[src/rtl/arcade_input_router.sv]
// arcade_input_router: merges keyboard, USB and user-port controls into a registered bus with coin shaping.
// Autofire is built only when AUTOFIRE_EN is defined.
module arcade_input_router #(
   parameter int PLAYERS    = 2,
   parameter int BTNS       = 5,
   parameter int COIN_PULSE = 4900000,
   parameter int AF_DIV     = 2450000
) (
   input  logic                    clk_sys,
   input  logic                    reset,
   input  logic [10:0]             ps2_key,
   input  logic [PLAYERS*16-1:0]   usb_joy,
   input  logic [PLAYERS*16-1:0]   db_joy,
   input  logic [PLAYERS-1:0]      db_ena,
   input  logic [BTNS-1:0]         af_mask,
   output logic [PLAYERS*BTNS-1:0] ctrl,
   output logic [PLAYERS-1:0]      start,
   output logic [PLAYERS-1:0]      coin,
   output logic                    pause_btn,
   output logic                    service
);
   localparam int CW = $clog2(COIN_PULSE + 1);
   localparam int AW = $clog2(AF_DIV + 1);

   typedef enum logic [1:0] {IDLE, PULSE, GAP} coin_st_t;

   logic        kb_tog;
   logic [6:0]  key_p0;
   logic [3:0]  key_start, key_coin;
   logic        key_service, key_pause;
   logic [12:0] key_ext;
   logic [BTNS-1:0] kb_ctrl;

   always_ff @(posedge clk_sys) begin
      kb_tog <= ps2_key[10];
      if (reset) begin
         key_p0      <= '0;
         key_start   <= '0;
         key_coin    <= '0;
         key_service <= 1'b0;
         key_pause   <= 1'b0;
      end else if (ps2_key[10] != kb_tog) begin
         case (ps2_key[7:0])
            8'h74: key_p0[0]    <= ps2_key[9];
            8'h6B: key_p0[1]    <= ps2_key[9];
            8'h72: key_p0[2]    <= ps2_key[9];
            8'h75: key_p0[3]    <= ps2_key[9];
            8'h14: key_p0[4]    <= ps2_key[9];
            8'h11: key_p0[5]    <= ps2_key[9];
            8'h29: key_p0[6]    <= ps2_key[9];
            8'h16: key_start[0] <= ps2_key[9];
            8'h1E: key_start[1] <= ps2_key[9];
            8'h26: key_start[2] <= ps2_key[9];
            8'h25: key_start[3] <= ps2_key[9];
            8'h2E: key_coin[0]  <= ps2_key[9];
            8'h36: key_coin[1]  <= ps2_key[9];
            8'h3D: key_coin[2]  <= ps2_key[9];
            8'h3E: key_coin[3]  <= ps2_key[9];
            8'h46: key_service  <= ps2_key[9];
            8'h4D: key_pause    <= ps2_key[9];
            default: ;
         endcase
      end
   end

   // fire keys beyond BTNS fall off the top of this slice
   assign key_ext = {6'd0, key_p0};
   assign kb_ctrl = key_ext[BTNS-1:0];

   logic [BTNS-1:0]    raw_ctrl [PLAYERS];
   logic [PLAYERS-1:0] raw_start, raw_coin;
   logic               raw_pause;

   // USB words are dealt out in order to players without a user-port source
   always_comb begin
      int k;
      logic [15:0] src;
      k         = 0;
      src       = '0;
      raw_pause = key_pause;
      for (int p = 0; p < PLAYERS; p++) begin
         src          = db_ena[p] ? db_joy[p*16 +: 16] : usb_joy[k*16 +: 16];
         k            = k + (db_ena[p] ? 0 : 1);
         raw_ctrl[p]  = src[BTNS-1:0] | (p == 0 ? kb_ctrl : '0);
         raw_start[p] = src[BTNS] | key_start[p];
         raw_coin[p]  = src[BTNS+1] | key_coin[p];
         raw_pause    = raw_pause | src[BTNS+2];
      end
   end

   logic [BTNS-1:0] fire [PLAYERS];

`ifdef AUTOFIRE_EN
   logic [PLAYERS-1:0] af_ph, af_ph_n, af_held, af_held_q;
   logic [AW-1:0]      af_cnt [PLAYERS];
   logic [AW-1:0]      af_cnt_n [PLAYERS];

   // a fresh press forces phase 1 so the first shot leaves immediately
   always_comb begin
      for (int p = 0; p < PLAYERS; p++) begin
         af_held[p]  = |(raw_ctrl[p] & af_mask);
         af_ph_n[p]  = !af_held[p] ? 1'b0 : !af_held_q[p] ? 1'b1 : (af_cnt[p] == '0) ? ~af_ph[p] : af_ph[p];
         af_cnt_n[p] = !af_held[p] ? '0 : (!af_held_q[p] || af_cnt[p] == '0) ? AW'(AF_DIV - 1) : af_cnt[p] - 1'b1;
         fire[p]     = raw_ctrl[p] & (~af_mask | {BTNS{af_ph_n[p]}});
      end
   end

   always_ff @(posedge clk_sys) begin
      af_ph     <= reset ? '0 : af_ph_n;
      af_held_q <= reset ? '0 : af_held;
      for (int p = 0; p < PLAYERS; p++) af_cnt[p] <= reset ? '0 : af_cnt_n[p];
   end
`else
   logic unused_af;
   assign unused_af = ^af_mask;

   always_comb begin
      for (int p = 0; p < PLAYERS; p++) fire[p] = raw_ctrl[p];
   end
`endif

   coin_st_t           st [PLAYERS];
   coin_st_t           st_n [PLAYERS];
   logic [CW-1:0]      cnt [PLAYERS];
   logic [CW-1:0]      cnt_n [PLAYERS];
   logic [PLAYERS-1:0] coin_prev;

   always_comb begin
      for (int p = 0; p < PLAYERS; p++) begin
         st_n[p]  = st[p];
         cnt_n[p] = cnt[p];
         case (st[p])
            IDLE: begin
               st_n[p]  = (raw_coin[p] && !coin_prev[p]) ? PULSE : IDLE;
               cnt_n[p] = (raw_coin[p] && !coin_prev[p]) ? CW'(COIN_PULSE - 1) : '0;
            end
            PULSE: begin
               st_n[p]  = (cnt[p] == '0) ? GAP : PULSE;
               cnt_n[p] = (cnt[p] == '0) ? CW'(COIN_PULSE - 1) : cnt[p] - 1'b1;
            end
            GAP: begin
               st_n[p]  = (cnt[p] == '0) ? IDLE : GAP;
               cnt_n[p] = (cnt[p] == '0) ? '0 : cnt[p] - 1'b1;
            end
            default: begin
               st_n[p]  = IDLE;
               cnt_n[p] = '0;
            end
         endcase
      end
   end

   always_ff @(posedge clk_sys) begin
      if (reset) begin
         coin_prev <= '0;
         ctrl      <= '0;
         start     <= '0;
         coin      <= '0;
         pause_btn <= 1'b0;
         service   <= 1'b0;
         for (int p = 0; p < PLAYERS; p++) begin
            st[p]  <= IDLE;
            cnt[p] <= '0;
         end
      end else begin
         coin_prev <= raw_coin;
         start     <= raw_start;
         pause_btn <= raw_pause;
         service   <= key_service;
         for (int p = 0; p < PLAYERS; p++) begin
            st[p]               <= st_n[p];
            cnt[p]              <= cnt_n[p];
            coin[p]             <= (st[p] == PULSE);
            ctrl[p*BTNS +: BTNS] <= fire[p];
         end
      end
   end

   logic unused_in;
   assign unused_in = ^{ps2_key[8], key_start, key_coin, key_ext, usb_joy, db_joy};
endmodule

[config.mk]
export PLATFORM = sky130hd
export DESIGN_NAME = arcade_input_router
export DESIGN_NICKNAME = d
export VERILOG_FILES = /design/src/rtl/arcade_input_router.sv
export SDC_FILE = /design/constraint.sdc
export NUM_CORES = 1
export LEC_CHECK = 0
export CAP_MARGIN = 20
export CORE_MARGIN = 2
export CORE_UTILIZATION = 49
export DETAILED_ROUTE_END_ITERATION = 8
export PLACE_DENSITY = 0.88
export SLEW_MARGIN = 40
export SYNTH_ARGS = -nofsm -noshare
export SYNTH_HDL_FRONTEND = slang
export SYNTH_SLANG_ARGS = --single-unit
export TNS_END_PERCENT = 100
[constraint.sdc]
create_clock -name clk_sys -period 2.1 [get_ports clk_sys]
set_input_delay 0.21 -clock clk_sys [delete_from_list [all_inputs] [get_ports clk_sys]]
set_output_delay 0.21 -clock clk_sys [all_outputs]
set_load 0.02 [all_outputs]
==> results of run 1 <==
==> area by class of cell <==
cell class | count | area [um^2]
Fill cell | 544 | 2580
Multi-Input combinational cell | 318 | 2090
Sequential cell | 80 | 1600
Timing Repair Buffer | 76 | 723
Clock buffer | 11 | 151
Tap cell | 99 | 124
Clock inverter | 5 | 62.6
Inverter | 10 | 37.5
==> layer usage <==
layer | vias up | GRT usage | wire [um]
met5 | - | 0 | 0
met4 | 0 | 0.112 | 280
met3 | 24 | 0.0551 | 568
met2 | 112 | 0.368 | 4090
met1 | 1520 | 0.227 | 3430
li1 | 1637 | - | -
==> through the flow <==
stage               hold slack (ns)   util
floorplan                     0.238      -
global placement              0.451  0.615
detailed placement            0.460  0.615
CTS                           0.362  0.644
global route                  0.356  0.650
finish                        0.365  0.650
==> worst max path at each step <==
stage	start	endpoint	slack, ns	depth (start not counted)
2_1_floorplan	cnt[0][19]	cnt[0][7]	0.33	6
3_3_place_gp	db_ena[0]	cnt[0][40]	0.07	6
3_5_place_dp	db_ena[0]	cnt[0][33]	0.03	6
4_1_cts	cnt[0][17]	cnt[0][19]	0.09	6
5_1_grt	cnt[0][17]	cnt[0][1]	0.006	6
6_report	cnt[0][17]	cnt[0][1]	0.1	6
==> where the power goes <==
group / total (mW) / internal (mW) / switching (mW)
Sequential: 2.16 / 1.84 / 0.325
Combinational: 3.37 / 1.50 / 1.87
Clock: 1.20 / 0.620 / 0.576
Total: 6.73 / 3.96 / 2.77
==> registers in the layout (all words and copies together) (netlist names), 2 cells and up <==
name,count
cnt,46
ctrl,10
key_p0,5
st,4
coin,2
coin_prev,2
key_coin,2
key_start,2
start,2
==> kinds of logic after synthesis <==
logic type	after synthesis
buffers and inverters	28
AND/OR/NAND/NOR	190
adder cells (fa/ha/maj)	4
AO/OA/AOI/OAI	66
flip-flops	80
XOR/XNOR	38
multiplexers	20
==> layout by cell type (no fill, tap or decap), drive strengths merged, types with 4 or more instances in the layout <==
cell and instances:
nand3 13, clkdlybuf4s50 61, dfxtp 80, nor2 71
xor2 17, buf 15, and2 5, a21oi 28
nor4 17, xnor2 21, o21ai 4, or4 5
a311oi 10, nor3 17, a211oi 6, nand2 23
clkbuf 11, inv 11, nand2b 8, or2 5
ha 4, nor2b 12, mux2i 18
==> results.md, run 1 <==
| Step | Quantity | This run |
|---|---|---|
| floorplanning | Top-Level Pins | 100 |
| logic synthesis | Top post-synthesis cells by area | sky130_fd_sc_hd__dfxtp_1, sky130_fd_sc_hd__nor2_1, sky130_fd_sc_hd__xnor2_1, sky130_fd_sc_hd__mux2i_1, sky130_fd_sc_hd__xor2_1 |
| route | Number of remaining DRC errors | 0 |
| layout | Final std cell area, no fill | 4790 um^2 |
| worst setup path | Kind of start point of the critical path | flop |
| sta | Unrepaired setup endpoints after global routing | no |
| layout | Post-Layout Cell Count | 599 |
| clock tree | H-tree depth | 3 |
| logic synthesis | Number of distinct library cells after synthesis | 55 |
| worst setup path | Type of destination of the critical path | flop |
| clock tree | TritonCTS clock tree | yes |
| floorplanning | Die height | 91.7 um |
| place | Number of instances in the placed design | 583 |
| logic synthesis | Synth Net Count | 514 |
| logic synthesis | Async S/R FF share, synth | 0 |
| run | Maxcap violations | 0 |
| min path | Class of the tightest hold or removal check | primary input to flop |
| worst setup path | Worst path buffer plus inverter count | 1 |
| worst setup path | Largest incremental delay on the critical path | 0.55 ns |
| route | Initial DRT Pass Iterations | 5 |
| min path | Number of cells traversed by the worst hold path | 1 |
| min path | Startpoint of the worst hold path | ps2_key[10] |
| route | Vias post-DR | 3293 |
| logic synthesis | Avg Synthesized Cell Area | 8.85 um^2 |
| global route | Pin count of the biggest net entering global routing | 28 |
| layout | Antenna Diode Count | 0 |
| route | WL final | 8370 um |
| worst setup path | Largest fanout on the critical path | 11 |
| sta | Worst-margin pin slew | 0.470 ns |
| clock tree | Clock-pin slew reported for the worst setup and hold paths after clock tree synthesis | 0.09 ns |
| worst setup path | Family with the most delay on the worst path | simple AND/OR/NAND/NOR gates |
| sta | Part of the cycle the worst path needs | 0.954 |
| worst setup path | Arrival time of the worst setup path | 2.22 ns |
| global route | GRT overflow | 0 |
| floorplanning | Core region area | 7370 um^2 |
| logic synthesis | Post-synth EDFFs | 0 |
| route | Wire length per cell | 14.0 um |
| clock tree | Clock latency reported for the late side of the worst-skew pair | 0.35 ns |
| power | Overall power after layout | 6.73 mW |
| sta | Total negative slack for setup checks | 0 ns |
| worst setup path | Cell type of the slowest stage on the worst timing path | sky130_fd_sc_hd__or4_4 |
| worst setup path | Number of cells traversed by the worst register-to-register path | 6 |
| logic synthesis | Share of cell area taken by muxes after synthesis | 0.0537 |
| floorplanning | FP Rows | 31 |
| global route | Number of antenna violations at the first check in global routing | 0 |
| sta | Final Hold Vio Count | 0 |
| logic synthesis | Gate count of the mapped netlist | 426 |
| worst setup path | Data required time of the critical path | 2.32 ns |
| worst setup path | FF-to-FF End | cnt[0][1] |
| clock tree | Maximum buffer depth of the clock tree | 2 |
| sta | Worst-case headroom to the max-slew limit | 0.685 |
| worst setup path | Cells along the critical path | or4_4 -> nor3_4 -> nand4_1 -> buf_4 -> a22oi_2 -> a311oi_1 |
| route | First DRT Iteration DRCs | 169 |
| worst setup path | Start-to-end type of the worst setup path | flop to flop |
| status | Result of the run | finished clean |
| place | Post-placement cell area | 4530 um^2 |
| power | Pwr dens | 1410 nW/um^2 |
| place | Routability congestion estimate | 0.870 |
| logic synthesis | Synth area leader | sky130_fd_sc_hd__dfxtp_1 |
| global route | Overall fraction of global-route tracks in use | 0.208 |
| clock tree | Clock sink count | 80 |
| clock tree | Number of buffers inserted to repair setup after CTS | 0 |
| logic synthesis | Most common flop cell mapped by yosys | sky130_fd_sc_hd__dfxtp_1 |
| logic synthesis | FF+latch count, synth | 80 |
| logic synthesis | Area share of the leading cell type in the synthesized netlist | 0.425 |
| clock tree | CTS Root Cell | sky130_fd_sc_hd__clkbuf_8 |
| place | Detailed Place HPWL | 6100 um |
| layout | Synthesis-to-layout area growth | 26.9% |
| sta | Final WS setup | 0.0976 ns |
| floorplanning | Die X-Extent | 91.7 um |
| sta | Post-layout minimum cycle time | 2.00 ns |
| place | Setup WS pre-CTS | 0.0282 ns |
| power | Peak VDD IR | 588 uV |
| route | Number of routed nets with antenna violations | 0 |
| sta | F_max | 499 MHz |
| layout | Ratio of cells with drive above 1 in the final layout | 0.114 |
| power | Total leakage power | 1.82 nW |
| clock tree | CTS hold repair buffers | 0 |
| global route | Number of global-route vias before repair | 3338 |
| logic synthesis | Cell with the most instances after synthesis | sky130_fd_sc_hd__dfxtp_1 |
| sta | Final setup violation count | 0 |
| clock tree | Post-CTS sizing | 0 |
| route | Via-to-Cell Ratio | 5.50 |
| worst setup path | Startpoint of the worst-slack reg-to-reg timing path | cnt[0][17] |
| logic synthesis | Fraction of the mapped netlist area in compound gates | 0.121 |
| logic synthesis | Proportion of synthesized chip area in sequential cells | 0.425 |
| logic synthesis | Adder and majority cell fraction of the synthesized area | 0.0133 |
| logic synthesis | YS warnings | 0 |
| worst setup path | Internal reg-to-reg setup slack | 0.1 ns |
| logic synthesis | Simple-gate area share of the yosys netlist | 0.266 |
| sta | Worst Clk Skew | 0.0106 ns |
| logic synthesis | Post-synthesis instance area | 3770 um^2 |
| logic synthesis | Combinational family with the most area after synthesis | simple AND/OR/NAND/NOR gates |
| floorplanning | Die outline area | 8410 um^2 |
| logic synthesis | Xor-xnor portion of the synthesized cell area | 0.0883 |
| min path | Hold EP | kb_tog |
| clock tree | Number of clock buffers inserted by TritonCTS | 9 |
| floorplanning | Effective utilization at floorplan | 0.512 |
| sta | Number of pins exceeding their max-slew limit in the final report | 0 |
| layout | Total number of nets in the final design | 583 |
| place | I/O Buffers | 61 |
| global route | Wire length of the first global-routing pass | 14200 um |
| logic synthesis | Top cell types by occurrence after synthesis | sky130_fd_sc_hd__dfxtp_1, sky130_fd_sc_hd__nor2_1, sky130_fd_sc_hd__a21oi_1 |
Power figures use the tool's default switching activity.
==> inputs of run 2 (changes only) <==
--- a/config.mk
+++ b/config.mk
@@ -8,10 +8,10 @@
 export CAP_MARGIN = 20
 export CORE_MARGIN = 2
 export CORE_UTILIZATION = 49
+export CTS_CLUSTER_SIZE = 10
 export DETAILED_ROUTE_END_ITERATION = 8
 export PLACE_DENSITY = 0.88
-export SLEW_MARGIN = 40
+export SLEW_MARGIN = 20
 export SYNTH_ARGS = -nofsm -noshare
 export SYNTH_HDL_FRONTEND = slang
 export SYNTH_SLANG_ARGS = --single-unit
-export TNS_END_PERCENT = 100
==> results of run 2 <==
Same layout as run 1: the final DEF is identical, and so are final timing and power.
